File: config.mk
export PLATFORM = sky130hd
export DESIGN_NAME = rv32_regfile_writeback_flat
export DESIGN_NICKNAME = d
export VERILOG_FILES = /design/src/rtl/rv32_regfile_writeback_if.sv /design/src/rtl/rv32_regfile_writeback.sv /design/src/flat_wrapper.sv
export SDC_FILE = /design/constraint.sdc
export NUM_CORES = 1
export LEC_CHECK = 0
export CAP_MARGIN = 10
export CORE_UTILIZATION = 52
export DETAILED_ROUTE_END_ITERATION = 10
export PLACE_DENSITY = 0.84
export SYNTH_ARGS = -nofsm -noshare
export SYNTH_HDL_FRONTEND = slang
export SYNTH_SLANG_ARGS = --single-unit
File: constraint.sdc
create_clock -name clk -period 3 [get_ports clk]
set_input_delay 0.6 -clock clk [delete_from_list [all_inputs] [get_ports clk]]
set_output_delay 0.6 -clock clk [all_outputs]
set_load 0.02 [all_outputs]
File: src/rtl/rv32_regfile_writeback_if.sv
// Register-file write-side bundle: ALU and load result producers, issue tap, RF write port.
// The slave modport is the writeback block; the master modport is its surrounding pipeline.
interface rv32_regfile_writeback_if #(
  parameter int XPR_LEN        = 32,
  parameter int REG_ADDR_WIDTH = 5
);
  logic                      alu_valid;
  logic                      alu_ready;
  logic [REG_ADDR_WIDTH-1:0] alu_wa;
  logic [XPR_LEN-1:0]        alu_wd;

  logic                      ld_valid;
  logic                      ld_ready;
  logic [REG_ADDR_WIDTH-1:0] ld_wa;
  logic [XPR_LEN-1:0]        ld_wd;

  logic                      issue_valid;
  logic [REG_ADDR_WIDTH-1:0] issue_wa;

  logic                      wen;
  logic [REG_ADDR_WIDTH-1:0] wa;
  logic [XPR_LEN-1:0]        wd;
  logic [31:0]               pending;

  modport master (
    output alu_valid, alu_wa, alu_wd,
    output ld_valid, ld_wa, ld_wd,
    output issue_valid, issue_wa,
    input  alu_ready, ld_ready,
    input  wen, wa, wd, pending
  );

  modport slave (
    input  alu_valid, alu_wa, alu_wd,
    input  ld_valid, ld_wa, ld_wd,
    input  issue_valid, issue_wa,
    output alu_ready, ld_ready,
    output wen, wa, wd, pending
  );
endinterface

File: src/rtl/rv32_regfile_writeback.sv
// Merges ALU (1-cycle) and buffered load results (>=2 cycles) onto one registered RF write port.
// Full load queue drains first and stalls both producers; pending scoreboard tracks outstanding writes.
module rv32_wb_fifo #(
  parameter int W     = 37,
  parameter int DEPTH = 4
) (
  input  logic         clk,
  input  logic         rst,
  input  logic         push,
  input  logic [W-1:0] push_dat,
  input  logic         pop,
  output logic [W-1:0] head_dat,
  output logic         full,
  output logic         empty
);
  localparam int PTR_W = $clog2(DEPTH);
  localparam int CNT_W = PTR_W + 1;

  logic [W-1:0]     mem [DEPTH];
  logic [PTR_W-1:0] rd_ptr;
  logic [PTR_W-1:0] wr_ptr;
  logic [CNT_W-1:0] count;

  assign full     = (count == CNT_W'(DEPTH));
  assign empty    = (count == '0);
  assign head_dat = mem[rd_ptr];

  // DEPTH is a power of two, so pointer overflow is the modulo wrap.
  always_ff @(posedge clk or posedge rst) begin
    if (rst) begin
      rd_ptr <= '0;
      wr_ptr <= '0;
      count  <= '0;
    end else begin
      if (push) wr_ptr <= wr_ptr + PTR_W'(1);
      if (pop)  rd_ptr <= rd_ptr + PTR_W'(1);
      case ({push, pop})
        2'b10:   count <= count + CNT_W'(1);
        2'b01:   count <= count - CNT_W'(1);
        default: count <= count;
      endcase
    end
  end

  always_ff @(posedge clk) begin
    if (push) mem[wr_ptr] <= push_dat;
  end
endmodule

module rv32_regfile_writeback #(
  parameter int XPR_LEN        = 32,
  parameter int REG_ADDR_WIDTH = 5,
  parameter int LQ_DEPTH       = 4
) (
  input logic                    clk,
  input logic                    rst,
  rv32_regfile_writeback_if.slave bus
);
  typedef struct packed {
    logic [REG_ADDR_WIDTH-1:0] wa;
    logic [XPR_LEN-1:0]        wd;
  } wr_t;

  wr_t   alu_req;
  wr_t   ld_req;
  wr_t   lq_head;
  wr_t   sel;
  logic  lq_full;
  logic  lq_empty;
  logic  lq_push;
  logic  lq_pop;
  logic  take_alu;
  logic  any_sel;
  logic [31:0] set_mask;
  logic [31:0] clr_mask;
  logic [31:0] pending_nxt;

  assign alu_req.wa = bus.alu_wa;
  assign alu_req.wd = bus.alu_wd;
  assign ld_req.wa  = bus.ld_wa;
  assign ld_req.wd  = bus.ld_wd;

  assign bus.ld_ready  = !lq_full;
  assign bus.alu_ready = !lq_full;
  assign lq_push       = bus.ld_valid && !lq_full;

  rv32_wb_fifo #(
    .W     ($bits(wr_t)),
    .DEPTH (LQ_DEPTH)
  ) u_lq (
    .clk      (clk),
    .rst      (rst),
    .push     (lq_push),
    .push_dat (ld_req),
    .pop      (lq_pop),
    .head_dat (lq_head),
    .full     (lq_full),
    .empty    (lq_empty)
  );

  // A full queue always takes the slot so loads cannot be starved by a busy ALU.
  always_comb begin
    take_alu = bus.alu_valid && !lq_full;
    lq_pop   = lq_full || (!bus.alu_valid && !lq_empty);
    any_sel  = take_alu || lq_pop;
    sel      = take_alu ? alu_req : lq_head;
  end

  always_comb begin
    set_mask    = (bus.issue_valid && bus.issue_wa != '0) ? (32'(1) << bus.issue_wa) : '0;
    clr_mask    = bus.wen ? (32'(1) << bus.wa) : '0;
    pending_nxt = (bus.pending & ~clr_mask) | set_mask;
    pending_nxt[0] = 1'b0;
  end

  always_ff @(posedge clk or posedge rst) begin
    if (rst) begin
      bus.wen     <= 1'b0;
      bus.wa      <= '0;
      bus.wd      <= '0;
      bus.pending <= '0;
    end else begin
      bus.wen     <= any_sel && (sel.wa != '0);
      bus.pending <= pending_nxt;
      if (any_sel) begin
        bus.wa <= sel.wa;
        bus.wd <= sel.wd;
      end
    end
  end
endmodule

File: src/flat_wrapper.sv
// flat-port wrapper written by rule: the top's interface ports become plain ports
module rv32_regfile_writeback_flat 
#(
  parameter int XPR_LEN        = 32,
  parameter int REG_ADDR_WIDTH = 5,
  parameter int LQ_DEPTH       = 4
)
  (clk, rst, bus_alu_valid, bus_alu_wa, bus_alu_wd, bus_ld_valid, bus_ld_wa, bus_ld_wd, bus_issue_valid, bus_issue_wa, bus_alu_ready, bus_ld_ready, bus_wen, bus_wa, bus_wd, bus_pending);
  rv32_regfile_writeback_if #(.XPR_LEN(XPR_LEN), .REG_ADDR_WIDTH(REG_ADDR_WIDTH)) bus_i ();
  input logic clk;
  input logic rst;
  input wire logic [$bits(bus_i.alu_valid)-1:0] bus_alu_valid;
  input wire logic [$bits(bus_i.alu_wa)-1:0] bus_alu_wa;
  input wire logic [$bits(bus_i.alu_wd)-1:0] bus_alu_wd;
  input wire logic [$bits(bus_i.ld_valid)-1:0] bus_ld_valid;
  input wire logic [$bits(bus_i.ld_wa)-1:0] bus_ld_wa;
  input wire logic [$bits(bus_i.ld_wd)-1:0] bus_ld_wd;
  input wire logic [$bits(bus_i.issue_valid)-1:0] bus_issue_valid;
  input wire logic [$bits(bus_i.issue_wa)-1:0] bus_issue_wa;
  output wire logic [$bits(bus_i.alu_ready)-1:0] bus_alu_ready;
  output wire logic [$bits(bus_i.ld_ready)-1:0] bus_ld_ready;
  output wire logic [$bits(bus_i.wen)-1:0] bus_wen;
  output wire logic [$bits(bus_i.wa)-1:0] bus_wa;
  output wire logic [$bits(bus_i.wd)-1:0] bus_wd;
  output wire logic [$bits(bus_i.pending)-1:0] bus_pending;
  assign bus_i.alu_valid = bus_alu_valid;
  assign bus_i.alu_wa = bus_alu_wa;
  assign bus_i.alu_wd = bus_alu_wd;
  assign bus_i.ld_valid = bus_ld_valid;
  assign bus_i.ld_wa = bus_ld_wa;
  assign bus_i.ld_wd = bus_ld_wd;
  assign bus_i.issue_valid = bus_issue_valid;
  assign bus_i.issue_wa = bus_issue_wa;
  assign bus_alu_ready = bus_i.alu_ready;
  assign bus_ld_ready = bus_i.ld_ready;
  assign bus_wen = bus_i.wen;
  assign bus_wa = bus_i.wa;
  assign bus_wd = bus_i.wd;
  assign bus_pending = bus_i.pending;
  rv32_regfile_writeback #(.XPR_LEN(XPR_LEN), .REG_ADDR_WIDTH(REG_ADDR_WIDTH), .LQ_DEPTH(LQ_DEPTH)) u_core (.clk(clk), .rst(rst), .bus(bus_i));
endmodule
## After elaboration in Yosys (flattened, before gate mapping)

Memory sizes are Yosys's and may differ from the RTL's.
Cells that the tools add are included.
W data, S select, Z words.

- Add/subtract/negate cells: 4
- Equality and inequality tests: 3
- Shift operators: 2
- Mux-type cells: 6
- Bitwise gates (word level): 3
- Reductions and logical operators: 14

Operators by type and width:

| kind | number |
|---|---|
| $mux W32 | 2 |
| $shl A1 B5 Y32 const A | 2 |
| $mux W37 | 1 |
| $and A32 B32 Y32 | 1 |
| $not A32 Y32 | 1 |
| $or A32 B32 Y32 | 1 |
| $reduce_bool A5 Y1 | 2 |
| $pmux W3 S2 | 1 |
| $logic_and A1 B1 Y1 | 5 |
| $add A2 B1 Y2 const B | 2 |
| $add A3 B1 Y3 const B | 1 |
| $eq A3 B3 Y1 const B | 1 |
| $logic_not A1 Y1 | 3 |
| $logic_not A3 Y1 | 1 |
| $sub A3 B1 Y3 const B | 1 |
| $eq A2 B1 Y1 const B | 1 |
| $eq A2 B2 Y1 const B | 1 |
| $logic_or A1 B1 Y1 | 2 |
| $mux W1 | 2 |
| $reduce_bool A2 Y1 | 1 |

- Flip-flop bits (word level): 76
- RAM bits: 148
- Output and inout port bits: 72
- Logic and storage cells: 40
- Memories kept: 1

Memories:

| name | words | bits a word | rd ports | clocked after memory_dff | write ports | line | text |
|---|---|---|---|---|---|---|---|
| u_core.u_lq.mem | 4 | 37 | 1 | 0 | 1 | rv32_regfile_writeback.sv:19 | `logic [W-1:0] mem [DEPTH];` |

## Longest topological paths before layout

- Depth after elaboration: 6
- Mapped depth: 11
- Depth with buffers taken out: 8

## By module

Synthesis repeated with hierarchy kept, for this count alone.

- Cells, all modules: 542
- Area total of the unflattened synthesis: 8804.7 um2

Modules (own cells, without submodules):

| module | instances | cells each | area an instance (um2) |
|---|---|---|---|
| rv32_wb_fifo | 1 | 230 | 5733.0 |
| rv32_regfile_writeback | 1 | 312 | 3071.7 |

## Worst setup path after synthesis

Ideal clock, no wire load.

- Path kind: input to register
- Start point: in bus_alu_valid
- End point: reg u_core.u_lq.count[2]
- Setup time: 0.079 ns
- Arrival time: 2.324 ns
- Data required time: 2.921 ns
- Slack: 0.597 ns
- Cell stages on the path: 10
- Path buffers: 2
- Cell sequence: o21ai_0 -> o31a_1 -> clkbuf_1 -> clkbuf_1 -> ha_1 -> inv_1 -> fa_1 -> xor2_1 -> nor2_1 -> xor2_1

- Cells in the longest elaborated chain, start to end: 5
- Elaborated cells between the ends (all ways): 7

RTL lines:

| element | line | text |
|---|---|---|
| from (decl) | flat_wrapper.sv:12 | `input wire logic [$bits(bus_i.alu_valid)-1:0] bus_alu_valid;` |
| $logic_not A1 Y1 (*) | rv32_regfile_writeback.sv:104 | `lq_pop = lq_full \|\| (!bus.alu_valid && !lq_empty);` |
| $logic_and A1 B1 Y1 (*) | rv32_regfile_writeback.sv:104 |  |
| $logic_or A1 B1 Y1 (*) | rv32_regfile_writeback.sv:104 |  |
| via u_core.lq_pop | rv32_regfile_writeback.sv:71 | `logic lq_pop;` |
| $eq A2 B1 Y1 or $eq A2 B2 Y1 (tied branches) | rv32_regfile_writeback.sv:37 | `case ({push, pop})` |
| $pmux W3 S2 or $reduce_bool A2 Y1 (tied branches) | -- |  |
| to (signal assigned) | rv32_regfile_writeback.sv:38 | `2'b10: count <= count + CNT_W'(1);` |
| to (signal assigned) | rv32_regfile_writeback.sv:39 | `2'b01: count <= count - CNT_W'(1);` |
| to (signal assigned) | rv32_regfile_writeback.sv:40 | `default: count <= count;` |
| to (decl) | rv32_regfile_writeback.sv:22 | `logic [CNT_W-1:0] count;` |

The timed path passes the listed nets; every way through them passes the cells marked *.
A chain may end at the register's enable or synchronous reset.

## Worst setup path after layout

- Start point: reg u_core.u_lq.count[1]
- End point: out bus_ld_ready

- Cells in the longest elaborated chain, start to end: 2

RTL lines:

| element | line | text |
|---|---|---|
| $eq A3 B3 Y1 | rv32_regfile_writeback.sv:24 | `assign full = (count == CNT_W'(DEPTH));` |
| $logic_not A1 Y1 | rv32_regfile_writeback.sv:83 | `assign bus.ld_ready = !lq_full;` |
| to (decl) | flat_wrapper.sv:21 | `output wire logic [$bits(bus_i.ld_ready)-1:0] bus_ld_ready;` |

Every way passes these cells.

==> impl_metrics.yaml <==
floorplan:
  initial_core_util_pct: 54.0
  design.core.area_sq_um: 16100
  io_pins: 156
  die_w_um: 131
  die_y_um: 131
  dieArea_sq_um: 17200
  row_count: 46
global_routing:
  grt_usage_pct: 23.6
  grt_pass1_wl_um: 29800
  grt_pass1_vias: 5573
  grt_max_degree: 44
  gr-total-overflow: 0
  antenna_found_initial: 0
layout:
  seq_area_sq_um: 6350
  fillers: 996
  drive_gt1_share_pct: 14.7
  antenna_cells: 0
  multi_input_area_sq_um: 2040
  final_cell_area_sq_um: 11200
  area_growth_syn_to_layout_pct: 29.5
  num-nets-final: 754
yosys:
  synth.area.top_cells: "edfxtp_1 (51%), dfrtp_1 (22%), mux4_2 (9.6%)"
  yosys_register_bits: 224
  synth-seq-area-share_pct: 73.2
  synth.cell_area_sq_um: 8670
  synth_edf_count: 148
  syn_avg_cell_area_sq_um: 17.4
  syn-num-nets: 588
  synth_flop_cell: "edfxtp_1"
  yosys-top-cells-count: "edfxtp_1 (148), dfrtp_1 (76), o21ai_0 (63), inv_1 (38), mux4_2 (37)"
  synthArstFlopShare_pct: 33.9
  yosysTopAreaCellShare_pct: 51.3
  synth_most_common_cell: "edfxtp_1"
  ys_warn_count: 0
  synth.distinct_cells: 39
  yosysTopAreaCell: "edfxtp_1"
  syn_inst: 498
clock_tree:
  worstSkewPairLatency_ns: 0.50
  post_cts_resized: 0
  numCtsBuffers: 23
  cts_buffer_depth: 3
  postCtsSetupBuffers: 0
  cts_tree: "done"
  cts_sinks: 224
  cts_root_buf: "clkbuf_16"
  cts_hold_buf: 0
  clkSlewWorstSetupHoldPaths_ns: 0.06
  htreeDepth: 1
job:
  cap_viol_max_count: 0
setup_path:
  cp_data_required_time_ns: 2.40
  path_max_fanout: 11
  crit_path_end_kind: "output port"
  path_class: "flip-flop to output port"
  critPathArrivalTime_ns: 2.14
  start_kind: "flip-flop"
route:
  final_antenna_net_count: 0
  drt_wl_total_um: 19500
  drtIter0Drc: 406
  wl_met1_um: 7270
  routed_via_density: 5.94
  drc: 0
  wl_met2_um: 10000
  vias: 5326
  dr_wl_met3_um: 1850
  first_pass_iters: 6
  topRoutingLayerUsed: "met4"
  wire_per_inst_um: 21.8
placed_design:
  post-dp-hpwl_um: 12400
  place_area_sq_um: 10500
  gp_congestion: 0.890
  io_buffer_count: 154
timing:
  maxSlewHeadroom_pct: 42.7
  fin_crit_ns: 2.74
  setup_viol: 0
  fmax_mhz: 364
  hold_viol_final: 0
  skew_ns: 0.00882
  finalMaxSlewViolations: 0
  period_share_pct: 91.5
  rsz0062_at_grt: "no"
  tns_ns: 0
  tightest_slew_ns: 0.860
hold_path:
  min_path_type: "flip-flop to flip-flop"
power_and_ir_drop:
  powerDensity_nw_per_um2: 1070
  p_leak_nw: 4.10
  vdd_drop_max_mv: 0.631
status:
  status: "completed"
[cell type report]
class	instances	share of cell area (%)
Tap cell	216	2.41
Clock buffer	31	5.67
Clock inverter	11	0.981
Timing Repair Buffer	168	14.9
Multi-Input combinational cell	209	18.2
Sequential cell	224	56.6
Inverter	38	1.28
[per-stage QoR]
step                      utilization [%]  hold WS, ns  instances  worst slack [ns]  total power [mW]
after floorplan                         -        0.498        498             0.462              7.34
after global placement               65.2        0.479        855             0.491              9.00
after detailed placement             65.2        0.499        855             0.352              9.21
after CTS                            69.9        0.517        897             0.260              12.0
after global routing                 69.9        0.544        897             0.189              12.5
final                                69.9        0.516        897             0.256              12.0
[sequential cells by signal (all words and copies together) (netlist names)]
name,flops
u_core.u_lq.mem,148
u_core.bus.wd,32
u_core.bus.pending,31
u_core.bus.wa,5
u_core.u_lq.count,3
u_core.u_lq.rd_ptr,2
u_core.u_lq.wr_ptr,2
u_core.bus.wen,1
[power by group]
group	leakage, nW	total [mW]	switching, mW	internal, mW
clock	0.364	2.79	1.13	1.66
sequential	2.25	4.92	0.629	4.29
combinational	1.49	4.25	2.21	2.04
total	4.10	12.0	3.96	7.99
[critical path, cell delays in order (launching register included)]
cell	delay, ns
dfrtp_1	0.47
or3b_1	0.56
clkdlybuf4s50_1	0.61
[per-layer routing]
layer	vias up	global-route usage (%)
li1	2316	-
met1	2666	29.6
met2	308	41.1
met3	36	5.19
met4	0	7.57
met5	-	0
[cell families (layout without fill, tap and decap cells)]
kind of cell / Yosys count / in the layout / synth area share (%)
flip-flops: 224 / 224 / 73.2
AO/OA/AOI/OAI: 107 / 107 / 8.20
buffers and inverters: 65 / 248 / 3.44
AND/OR/NAND/NOR: 46 / 46 / 3.21
multiplexers: 43 / 43 / 10.3
adder cells (fa/ha/maj): 6 / 6 / 0.953
XOR/XNOR: 6 / 6 / 0.607
other: 1 / 1 / 0.0433
[cell usage in the layout, fill, tap and decap left out, types with 3 or more instances in the layout]
cell type          n
clkdlybuf4s50_1  154
edfxtp_1         148
dfrtp_1           74
o21ai_0           63
mux4_2            37
inv_1             37
a222oi_1          31
clkbuf_16         23
buf_4             12
nand3b_1          10
nor2_1             9
nand2_1            7
a21oi_1            6
mux2i_1            5
ha_1               5
clkbuf_1           5
nand3_1            4
or3b_2             4
and3_2             4
clkinv_1           4
clkinv_2           3
xnor2_1            3
xor2_1             3
clkbuf_8           3
[worst paths after layout]
check                                                      start                                to  slack [ns]  cells after the start
worst max-delay path            u_core.u_lq.count[1]$_DFFE_PP0P_                      bus_ld_ready        0.26                      2
worst min register to register     u_core.bus.wd[23]$_DFFE_PP0P_     u_core.bus.wd[23]$_DFFE_PP0P_        0.52                      2
max in group asynchronous                                    rst  u_core.bus.pending[19]$_DFF_PP0_        1.78                      3
worst min-delay path               u_core.bus.wd[23]$_DFFE_PP0P_     u_core.bus.wd[23]$_DFFE_PP0P_        0.52                      2
worst max register to register  u_core.u_lq.count[1]$_DFFE_PP0P_  u_core.u_lq.count[2]$_DFFE_PP0P_        0.57                      8
min in group asynchronous                                    rst     u_core.bus.wd[26]$_DFFE_PP0P_        0.57                      2
Note: power is estimated with default switching activity, not from simulation.
